**config.mk**
```make
export PLATFORM = sky130hd
export DESIGN_NAME = regfile_bist
export DESIGN_NICKNAME = d
export VERILOG_FILES = /design/src/rtl/regfile_bist_pkg.sv /design/src/rtl/regfile_bist_pattern.sv /design/src/rtl/regfile_bist.sv
export SDC_FILE = /design/constraint.sdc
export NUM_CORES = 1
export LEC_CHECK = 0
export BUFFER_PORTS_ARGS = -buffer_cell sky130_fd_sc_hd__buf_2
export CORE_AREA = 10 10 84 86
export DETAILED_ROUTE_END_ITERATION = 12
export DIE_AREA = 0 0 94 96
export GPL_TIMING_DRIVEN = 0
export PLACE_DENSITY = 0.89
export SYNTH_ARGS = -nofsm -noshare
export SYNTH_HDL_FRONTEND = slang
export SYNTH_SLANG_ARGS = --single-unit
```
**constraint.sdc**
```tcl
create_clock -name Clk -period 3 [get_ports Clk]
set_input_delay 0.6 -clock Clk [delete_from_list [all_inputs] [get_ports Clk]]
set_output_delay 0.6 -clock Clk [all_outputs]
set_load 0.01 [all_outputs]
```
**src/rtl/regfile_bist_pkg.sv**
```systemverilog
// ---------------------------------------------------------------------------
// regfile_bist_pkg
// Shared definitions for the register-file built-in self test:
//   - register index / data widths of the 32 x 32 register file
//   - error counter width and saturation value
//   - BIST controller state encoding
//   - saturating error-count helper
// ---------------------------------------------------------------------------
package regfile_bist_pkg;

    localparam int REG_IDX_W = 5;
    localparam int DATA_W    = 32;
    localparam int ERR_W     = 5;

    localparam logic [ERR_W-1:0] ERR_MAX = 5'd31;

    typedef enum logic [1:0] {
        ST_IDLE  = 2'd0,
        ST_WRITE = 2'd1,
        ST_READ  = 2'd2,
        ST_DONE  = 2'd3
    } bist_state_e;

    // Add 0..2 mismatches to the error count, clamping at ERR_MAX.
    function automatic logic [ERR_W-1:0] err_sat_add(
        input logic [ERR_W-1:0] cnt,
        input logic [1:0]       inc
    );
        logic [ERR_W:0] sum;
        sum = {1'b0, cnt} + {4'd0, inc};
        if (sum > {1'b0, ERR_MAX}) begin
            return ERR_MAX;
        end else begin
            return sum[ERR_W-1:0];
        end
    endfunction

endpackage

```
**src/rtl/regfile_bist_pattern.sv**
```systemverilog
// ---------------------------------------------------------------------------
// bist_pattern
// Combinational data-pattern generator: pattern = SEED + index (mod 2^32).
// Ports:
//   index   in  [4:0]   register index
//   pattern out [31:0]  expected / written data for that register
// ---------------------------------------------------------------------------
module bist_pattern
    import regfile_bist_pkg::*;
#(
    parameter logic [DATA_W-1:0] SEED = 32'hA5A5_0000
) (
    input  logic [REG_IDX_W-1:0] index,
    output logic [DATA_W-1:0]    pattern
);

    assign pattern = SEED + {{(DATA_W-REG_IDX_W){1'b0}}, index};

endmodule

```
**src/rtl/regfile_bist.sv**
```systemverilog
// ---------------------------------------------------------------------------
// regfile_bist
// Self test for a 2-read / 1-write register file. Writes SEED+i to registers
// FIRST_REG..LAST_REG, then reads them back in pairs from both ends
// (lo ascending on port 1, hi descending on port 2), counting mismatches.
// Ports:
//   Clk, Reset (sync, active-high), Start
//   Busy, Done (1-cycle pulse), Pass, ErrCount[4:0], FirstFailReg[4:0]
//   WriteRegister[4:0], WriteData[31:0], RegWrite      -> register file
//   ReadRegister1[4:0], ReadRegister2[4:0]              -> register file
//   ReadData1[31:0], ReadData2[31:0]                    <- register file
// All outputs are registered.
// ---------------------------------------------------------------------------
module regfile_bist
    import regfile_bist_pkg::*;
#(
    parameter logic [REG_IDX_W-1:0] FIRST_REG = 5'd8,
    parameter logic [REG_IDX_W-1:0] LAST_REG  = 5'd25,
    parameter logic [DATA_W-1:0]    SEED      = 32'hA5A5_0000
) (
    input  logic                 Clk,
    input  logic                 Reset,
    input  logic                 Start,
    output logic                 Busy,
    output logic                 Done,
    output logic                 Pass,
    output logic [ERR_W-1:0]     ErrCount,
    output logic [REG_IDX_W-1:0] FirstFailReg,
    output logic [REG_IDX_W-1:0] WriteRegister,
    output logic [DATA_W-1:0]    WriteData,
    output logic                 RegWrite,
    output logic [REG_IDX_W-1:0] ReadRegister1,
    output logic [REG_IDX_W-1:0] ReadRegister2,
    input  logic [DATA_W-1:0]    ReadData1,
    input  logic [DATA_W-1:0]    ReadData2
);

    bist_state_e           state_r, state_s;
    logic                  busy_r, busy_s;
    logic                  done_r, done_s;
    logic                  pass_r, pass_s;
    logic [ERR_W-1:0]      err_r, err_s;
    logic [REG_IDX_W-1:0]  ffr_r, ffr_s;
    logic [REG_IDX_W-1:0]  wreg_r, wreg_s;
    logic [DATA_W-1:0]     wdata_r, wdata_s;
    logic                  regwrite_r, regwrite_s;
    logic [REG_IDX_W-1:0]  lo_r, lo_s;
    logic [REG_IDX_W-1:0]  hi_r, hi_s;

    logic [REG_IDX_W-1:0]  wr_idx_s;
    logic [DATA_W-1:0]     wr_pat_s;
    logic [DATA_W-1:0]     exp1_s;
    logic [DATA_W-1:0]     exp2_s;
    logic                  mism1_s;
    logic                  mism2_s;
    logic                  last_pair_s;

    // Index of the next write: first register when leaving IDLE, else the
    // successor of the register being written now. Kept outside the FSM
    // process so the write pattern does not feed back into it.
    assign wr_idx_s = (state_r == ST_IDLE) ? FIRST_REG : (wreg_r + 5'd1);

    bist_pattern #(.SEED(SEED)) u_pat_wr  (.index(wr_idx_s), .pattern(wr_pat_s));
    bist_pattern #(.SEED(SEED)) u_pat_rd1 (.index(lo_r),     .pattern(exp1_s));
    bist_pattern #(.SEED(SEED)) u_pat_rd2 (.index(hi_r),     .pattern(exp2_s));

    assign mism1_s = (ReadData1 != exp1_s);
    assign mism2_s = (ReadData2 != exp2_s);

    // Pointers meeting (odd count) or adjacent (even count) mark the final
    // read pair; both cases take ceil(N/2) read cycles in total.
    assign last_pair_s = (({1'b0, lo_r} + 6'd1) >= {1'b0, hi_r});

    // Next-state and next-output logic of the BIST controller.
    always_comb begin
        state_s    = state_r;
        busy_s     = 1'b0;
        done_s     = 1'b0;
        regwrite_s = 1'b0;
        pass_s     = pass_r;
        err_s      = err_r;
        ffr_s      = ffr_r;
        wreg_s     = wreg_r;
        wdata_s    = wdata_r;
        lo_s       = lo_r;
        hi_s       = hi_r;
        case (state_r)
            ST_IDLE: begin
                if (Start) begin
                    state_s    = ST_WRITE;
                    busy_s     = 1'b1;
                    regwrite_s = 1'b1;
                    wreg_s     = wr_idx_s;
                    wdata_s    = wr_pat_s;
                    pass_s     = 1'b0;
                    err_s      = 5'd0;
                    ffr_s      = 5'd0;
                end else begin
                    state_s = ST_IDLE;
                end
            end
            ST_WRITE: begin
                busy_s = 1'b1;
                if (wreg_r >= LAST_REG) begin
                    state_s = ST_READ;
                    lo_s    = FIRST_REG;
                    hi_s    = LAST_REG;
                end else begin
                    regwrite_s = 1'b1;
                    wreg_s     = wr_idx_s;
                    wdata_s    = wr_pat_s;
                end
            end
            ST_READ: begin
                err_s = err_sat_add(err_r, {1'b0, mism1_s} + {1'b0, mism2_s});
                if (mism1_s && mism2_s && (err_r == 5'd0)) begin
                    ffr_s = lo_r;
                end else begin
                    ffr_s = ffr_r;
                end
                if (last_pair_s) begin
                    state_s = ST_DONE;
                    done_s  = 1'b1;
                    pass_s  = (err_s == 5'd0);
                end else begin
                    busy_s = 1'b1;
                    lo_s   = lo_r + 5'd1;
                    hi_s   = hi_r - 5'd1;
                end
            end
            ST_DONE: begin
                state_s = ST_IDLE;
            end
            default: begin
                state_s = ST_IDLE;
            end
        endcase
    end

    // State and output registers with synchronous reset.
    always_ff @(posedge Clk) begin
        if (Reset) begin
            state_r    <= ST_IDLE;
            busy_r     <= 1'b0;
            done_r     <= 1'b0;
            pass_r     <= 1'b0;
            err_r      <= 5'd0;
            ffr_r      <= 5'd0;
            wreg_r     <= 5'd0;
            wdata_r    <= 32'd0;
            regwrite_r <= 1'b0;
            lo_r       <= 5'd0;
            hi_r       <= 5'd0;
        end else begin
            state_r    <= state_s;
            busy_r     <= busy_s;
            done_r     <= done_s;
            pass_r     <= pass_s;
            err_r      <= err_s;
            ffr_r      <= ffr_s;
            wreg_r     <= wreg_s;
            wdata_r    <= wdata_s;
            regwrite_r <= regwrite_s;
            lo_r       <= lo_s;
            hi_r       <= hi_s;
        end
    end

    assign Busy          = busy_r;
    assign Done          = done_r;
    assign Pass          = pass_r;
    assign ErrCount      = err_r;
    assign FirstFailReg  = ffr_r;
    assign WriteRegister = wreg_r;
    assign WriteData     = wdata_r;
    assign RegWrite      = regwrite_r;
    assign ReadRegister1 = lo_r;
    assign ReadRegister2 = hi_r;

endmodule

```
Word level (Yosys, flattened, before mapping)
Cells that the tools add are included.
- bitwise logic cells: 1
- reduce and logical (&&, ||, !) cells: 15
- equality and inequality tests: 11
- mux-type cells: 32
- order comparisons: 3
- $add $sub $neg: 9
- operators with widths (kind ; count):
    32-bit by 5-bit adder with 32-bit output, first input constant ; 3
    32-bit 2-to-1 mux ; 2
    32-bit != test ; 2
    32-bit one-hot mux with 2 select lines ; 1
    5-bit 2-to-1 mux ; 11
    5-bit one-hot mux with 2 select lines ; 5
    2-bit != test, second input constant ; 6
    3-bit AND reduction ; 4
    5-bit by 1-bit adder with 5-bit output, second input constant ; 2
    5-bit logical NOT ; 2
    2-bit one-hot mux with 4 select lines ; 1
    1-bit 2-to-1 mux ; 7
    5-bit by 1-bit adder with 6-bit output, second input constant ; 1
    5-bit by 2-bit adder with 6-bit output ; 1
    6-bit by 5-bit greater-or-equal comparator with 1-bit output ; 1
    6-bit by 5-bit greater-than comparator with 1-bit output, second input constant ; 1
    2-bit nonzero test ; 3
    5-bit greater-or-equal comparator, second input constant ; 1
    5-bit by 1-bit subtractor with 5-bit output, second input constant ; 1
    2-bit equality test, second input constant ; 2
    2-bit 2-to-1 mux ; 2
    1-bit one-hot mux with 2 select lines ; 2
    2-bit AND reduction ; 2
    1-bit one-hot mux with 3 select lines ; 1
    6 further kinds ; 7
- register bits: 63
- logic and storage cells: 82
- output and inout bits: 61

Logic depth before layout (Yosys ltp)
- depth after elaboration: 10
- mapped depth: 11
- mapped depth without buffers: 10

Modules after synthesis
Synthesis repeated with hierarchy kept, for this count alone.
- cell total of the unflattened synthesis: 540
- area, all modules: 4351.7 um2
- by module, submodules not included (module ; instances ; cells each ; sequential area each (um2) ; area each (um2)):
    regfile_bist ; 1 ; 438 ; 1261.2 ; 3608.5
    bist_pattern ; 3 ; 34 ; 0.0 ; 247.7

Worst setup path after synthesis
OpenSTA, ideal clock, no wires.
- path kind: input -> register
- start point: input ReadData2[7]
- end point: register pass_r, in the netlist Pass
- cell stages on the path: 9
- buffers on the path: 0
- slack: 440 ps
- arrival: 2473 ps
- setup time: 87 ps
- cells stage by stage: nor4b_1 -> nand4_1 -> nor3_1 -> fa_1 -> inv_1 -> ha_1 -> nor4b_1 -> nand4_1 -> o31ai_1
- longest elaborated chain between the ends: 9
- RTL lines (what ; line ; text):
    start, declared ; regfile_bist.sv:35 ; input logic [DATA_W-1:0] ReadData2
    32-bit != test (*) ; regfile_bist.sv:68 ; assign mism2_s = (ReadData2 != exp2_s);
    1-bit by 1-bit adder with 2-bit output (*) ; regfile_bist.sv:115 ; err_s = err_sat_add(err_r, {1'b0, mism1_s} + {1'b0, mism2_s});
    5-bit by 2-bit adder with 6-bit output (*) ; regfile_bist_pkg.sv:30 ; sum = {1'b0, cnt} + {4'd0, inc};
    6-bit by 5-bit greater-than comparator with 1-bit output ; regfile_bist_pkg.sv:31 ; if (sum > {1'b0, ERR_MAX}) begin
    5-bit 2-to-1 mux (*) ; regfile_bist_pkg.sv:31 ;
    5-bit 2-to-1 mux (*) ; regfile_bist.sv:87 ; case (state_r)
    5-bit logical NOT (*) ; regfile_bist.sv:124 ; pass_s = (err_s == 5'd0);
    1-bit 2-to-1 mux (*) ; regfile_bist.sv:121 ; if (last_pair_s) begin
    1-bit one-hot mux with 2 select lines (*) ; regfile_bist.sv:87 ;
    end signal, assigned ; regfile_bist.sv:158 ; pass_r <= pass_s;
    end, declared ; regfile_bist.sv:41 ; logic pass_r, pass_s;
Every way passes the cells marked *; elsewhere a longest branch is shown, timed or not. The select of a mux whose other input is x is not followed.
A chain may end at the register's enable or synchronous reset.

Worst setup path in the final report
- start point: input ReadData1[7]
- end point: register pass_r, in the netlist Pass
- longest elaborated chain between the ends: 9
- RTL lines (what ; line ; text):
    start, declared ; regfile_bist.sv:34 ; input logic [DATA_W-1:0] ReadData1,
    32-bit != test (*) ; regfile_bist.sv:67 ; assign mism1_s = (ReadData1 != exp1_s);
    1-bit by 1-bit adder with 2-bit output (*) ; regfile_bist.sv:115 ;
    5-bit by 2-bit adder with 6-bit output (*) ; regfile_bist_pkg.sv:30 ;
    6-bit by 5-bit greater-than comparator with 1-bit output ; regfile_bist_pkg.sv:31 ;
    5-bit 2-to-1 mux (*) ; regfile_bist_pkg.sv:31 ;
    5-bit 2-to-1 mux (*) ; regfile_bist.sv:87 ;
    5-bit logical NOT (*) ; regfile_bist.sv:124 ;
    1-bit 2-to-1 mux (*) ; regfile_bist.sv:121 ;
    1-bit one-hot mux with 2 select lines (*) ; regfile_bist.sv:87 ;
Marked as above.

==> impl_metrics.py <==
metrics = {
    "finish": {
        "area_growth_pct": 32.61,
        "antenna_cells": 0,
        "layout_common_cells": "buf_2, dfxtp_1, buf_4",
        "instances_no_fill": 492,
        "drive_above_1_share_pct": 40.00,
        "final_util_pct": 59.31,
        "fin_nets": 501,
        "final_common_cell": "buf_2",
        "final_cell_area_um2": 3206,
    },
    "synthesis": {
        "ys_seq_elements": 32,
        "synthFlopType": "dfxtp_1",
        "yosys_warnings": 0,
        "synth_cell_types": 57,
        "synth_edf_count": 0,
        "syn_inst": 287,
        "syn_area_um2": 2417,
        "ys_seq_area_share_pct": 26.50,
        "async_reset_ff_share_pct": 0,
        "synth_area_per_cell_um2": 8.423,
    },
    "timing": {
        "finalHoldWorstSlack_ns": 0.4856,
        "setup_violations": 0,
        "rsz0062_at_grt": "false",
        "period_minus_slack_ns": 2.643,
        "worst_slew_margin_rel_pct": 61.05,
        "finalMaxSlewViolations": 0,
        "hold_violations": 0,
        "fin_skew_ns": 0.006973,
        "fmax_mhz": 378.4,
        "max_slew.worst_pin.slew_ns": 0.5804,
        "fin_crit_sh_pct": 88.10,
    },
    "route": {
        "route.detailed.drc": 0,
        "dr.pass1.iters": 5,
        "vias_per_cell": 5.152,
        "vias": 2535,
        "first_iter_violations": 193,
        "route.final.wire_length_um": 7763,
        "ant_nets": 0,
        "wl_per_cell_um": 15.78,
    },
    "setup_path": {
        "crit_buf_inv": 2,
        "path_delay_family": "simple AND/OR/NAND/NOR gates",
        "startpoint_type": "input pin",
        "required_ns": 3.20,
        "cp_slowest_stage_delay_ns": 0.46,
        "critPathKind": "in -> reg",
        "slowest_stage": "nor3_1",
        "critPathMaxFanout": 2,
        "cp-end-kind": "flip-flop",
        "arrival_ns": 2.85,
        "worstPathCellList": "buf_2, nor4b_1, nand4_1, nor3_1, fa_1, inv_1, ha_1, nor4b_1, nand4_1, o31ai_1",
    },
    "place": {
        "dpl_cell_area_um2": 3110,
        "hpwlAfterDp_um": 6283,
        "gp_congestion": 0.8319,
        "io_buffers": 107,
        "post-place-cells": 484,
    },
    "grt": {
        "grt_max_degree": 11,
        "overflow": 0,
        "antenna_found_initial": 0,
        "grt_util_all_layers_pct": 15.99,
        "grt_pass1_wl_um": 11720,
        "grt_pass1_vias": 2429,
    },
    "clock_network": {
        "clk_pin_slew_worst_paths_ns": 0.07,
        "ctsRootBufferMaster": "clkbuf_8",
        "insertion_delay_ns": 0.29,
        "cts_tree": "done",
        "htreeDepth": 2,
        "cts_buffers": 5,
        "clockBufferDepth": 2,
        "clock-sinks": 32,
    },
    "power_and_ir_drop": {
        "power_density_nw_per_um2": 431.1,
        "p_leak_uw": 0.001488,
        "peakVddDrop_v": 0.0002345,
        "power_uw": 1382,
    },
    "hold_path": {
        "hold_class": "reg -> reg",
    },
    "floorplan": {
        "dieArea_um2": 9024,
        "die_x_um": 94,
        "rows": 27,
        "pin_count": 128,
        "dieHeight_um": 96,
        "start_util_pct": 44.72,
        "coreArea_um2": 5405,
    },
    "job": {
        "drv_cap": 0,
    },
    "outcome": {
        "outcome": "complete, no violations",
    },
}
-- synth_stat cells, types with 6 or more instances --
cell | count | area [µm²]
dfxtp_1 | 32 | 640.6
buf_4 | 31 | 232.7
nand2_1 | 23 | 86.33
a21oi_1 | 22 | 110.1
nor2_1 | 16 | 60.06
inv_1 | 15 | 56.30
ha_1 | 14 | 175.2
o21ai_0 | 13 | 65.06
xnor2_1 | 13 | 113.9
nor3_1 | 10 | 50.05
nand4_1 | 8 | 50.05
a211oi_1 | 6 | 45.04
nand3_1 | 6 | 30.03
-- state kept, by name (all words and copies together), names as in the netlist --
register,cells
state_r,2
FirstFailReg,5
Done,1
Pass,1
ReadRegister1,5
WriteRegister,4
Busy,1
WriteData,2
ErrCount,5
ReadRegister2,5
RegWrite,1
-- per-layer routing --
metal  vias up  global-route usage, %  part of all wire, %
li1       1241                      -                    -
met1      1172                  16.40                   37
met2       107                  31.22                   54
met3        15                  4.358                  7.3
met4         0                  3.924                  1.2
met5         -                      0                    0
-- worst register-to-register path, delay by kind of cell, from the launching register on --
family / cells / cell delay, ns
AND/OR/NAND/NOR: 4 / 1.01
adder cells (fa/ha/maj): 2 / 0.57
flip-flops: 1 / 0.50
AO/OA/AOI/OAI: 1 / 0.20
XOR/XNOR: 1 / 0.18
buffers and inverters: 1 / 0.06
-- kinds of logic after synthesis --
kind of cell,after synthesis,synth area share [%]
and+or+nand+nor,107,27.43
AOI/OAI and AO/OA,60,16.56
buffers and inverters,55,14.96
DFF,32,26.50
adders and majority gates,15,8.075
xor gates and xnor gates,15,5.435
muxes,2,0.8799
other,1,0.1551
-- cell type report --
class | instances | area (µm²)
Timing Repair Buffer | 107 | 535.5
Multi-Input combinational cell | 218 | 1488
Sequential cell | 32 | 640.6
Tap cell | 72 | 90.09
Inverter | 15 | 56.30
Buffer | 40 | 305.3
Clock buffer | 8 | 90.09
Fill cell | 496 | 2200
-- stage by stage --
stage | worst slack [ns] | TNS, ns
finish | 0.3569 | 0
CTS | 0.1871 | 0
floorplan | 0.4403 | 0
detailed placement | -0.1169 | -0.1169
global route | 0.1741 | 0
global placement | -0.06775 | -0.06775
-- final timing paths --
path,startpoint,endpoint,slack [ns],cells past startpoint
worst max-delay path,ReadData1[7],Pass$_SDFFE_PP0P_,0.36,10
worst min-delay path,FirstFailReg[1]$_SDFFE_PP0P_,FirstFailReg[1]$_SDFFE_PP0P_,0.49,2
worst max register to register,ReadRegister1[4]$_SDFFE_PP0P_,Pass$_SDFFE_PP0P_,0.41,9
worst min register to register,FirstFailReg[1]$_SDFFE_PP0P_,FirstFailReg[1]$_SDFFE_PP0P_,0.49,2
-- timing repair --
action,4_1_cts,5_1_grt
setup endpoints to repair,0,1
setup buffers,0,0
hold buffers,0,0
gates resized for setup,0,1
-- power breakdown --
| group | leakage (µW) | switching, µW | internal, µW |
|---|---|---|---|
| Sequential | 0.000259 | 38.2 | 458 |
| Clock | 0.0000455 | 157 | 187 |
| Combinational | 0.00118 | 303 | 238 |
| Total | 0.00149 | 499 | 883 |
No activity file was read; power rests on OpenSTA's default activity.
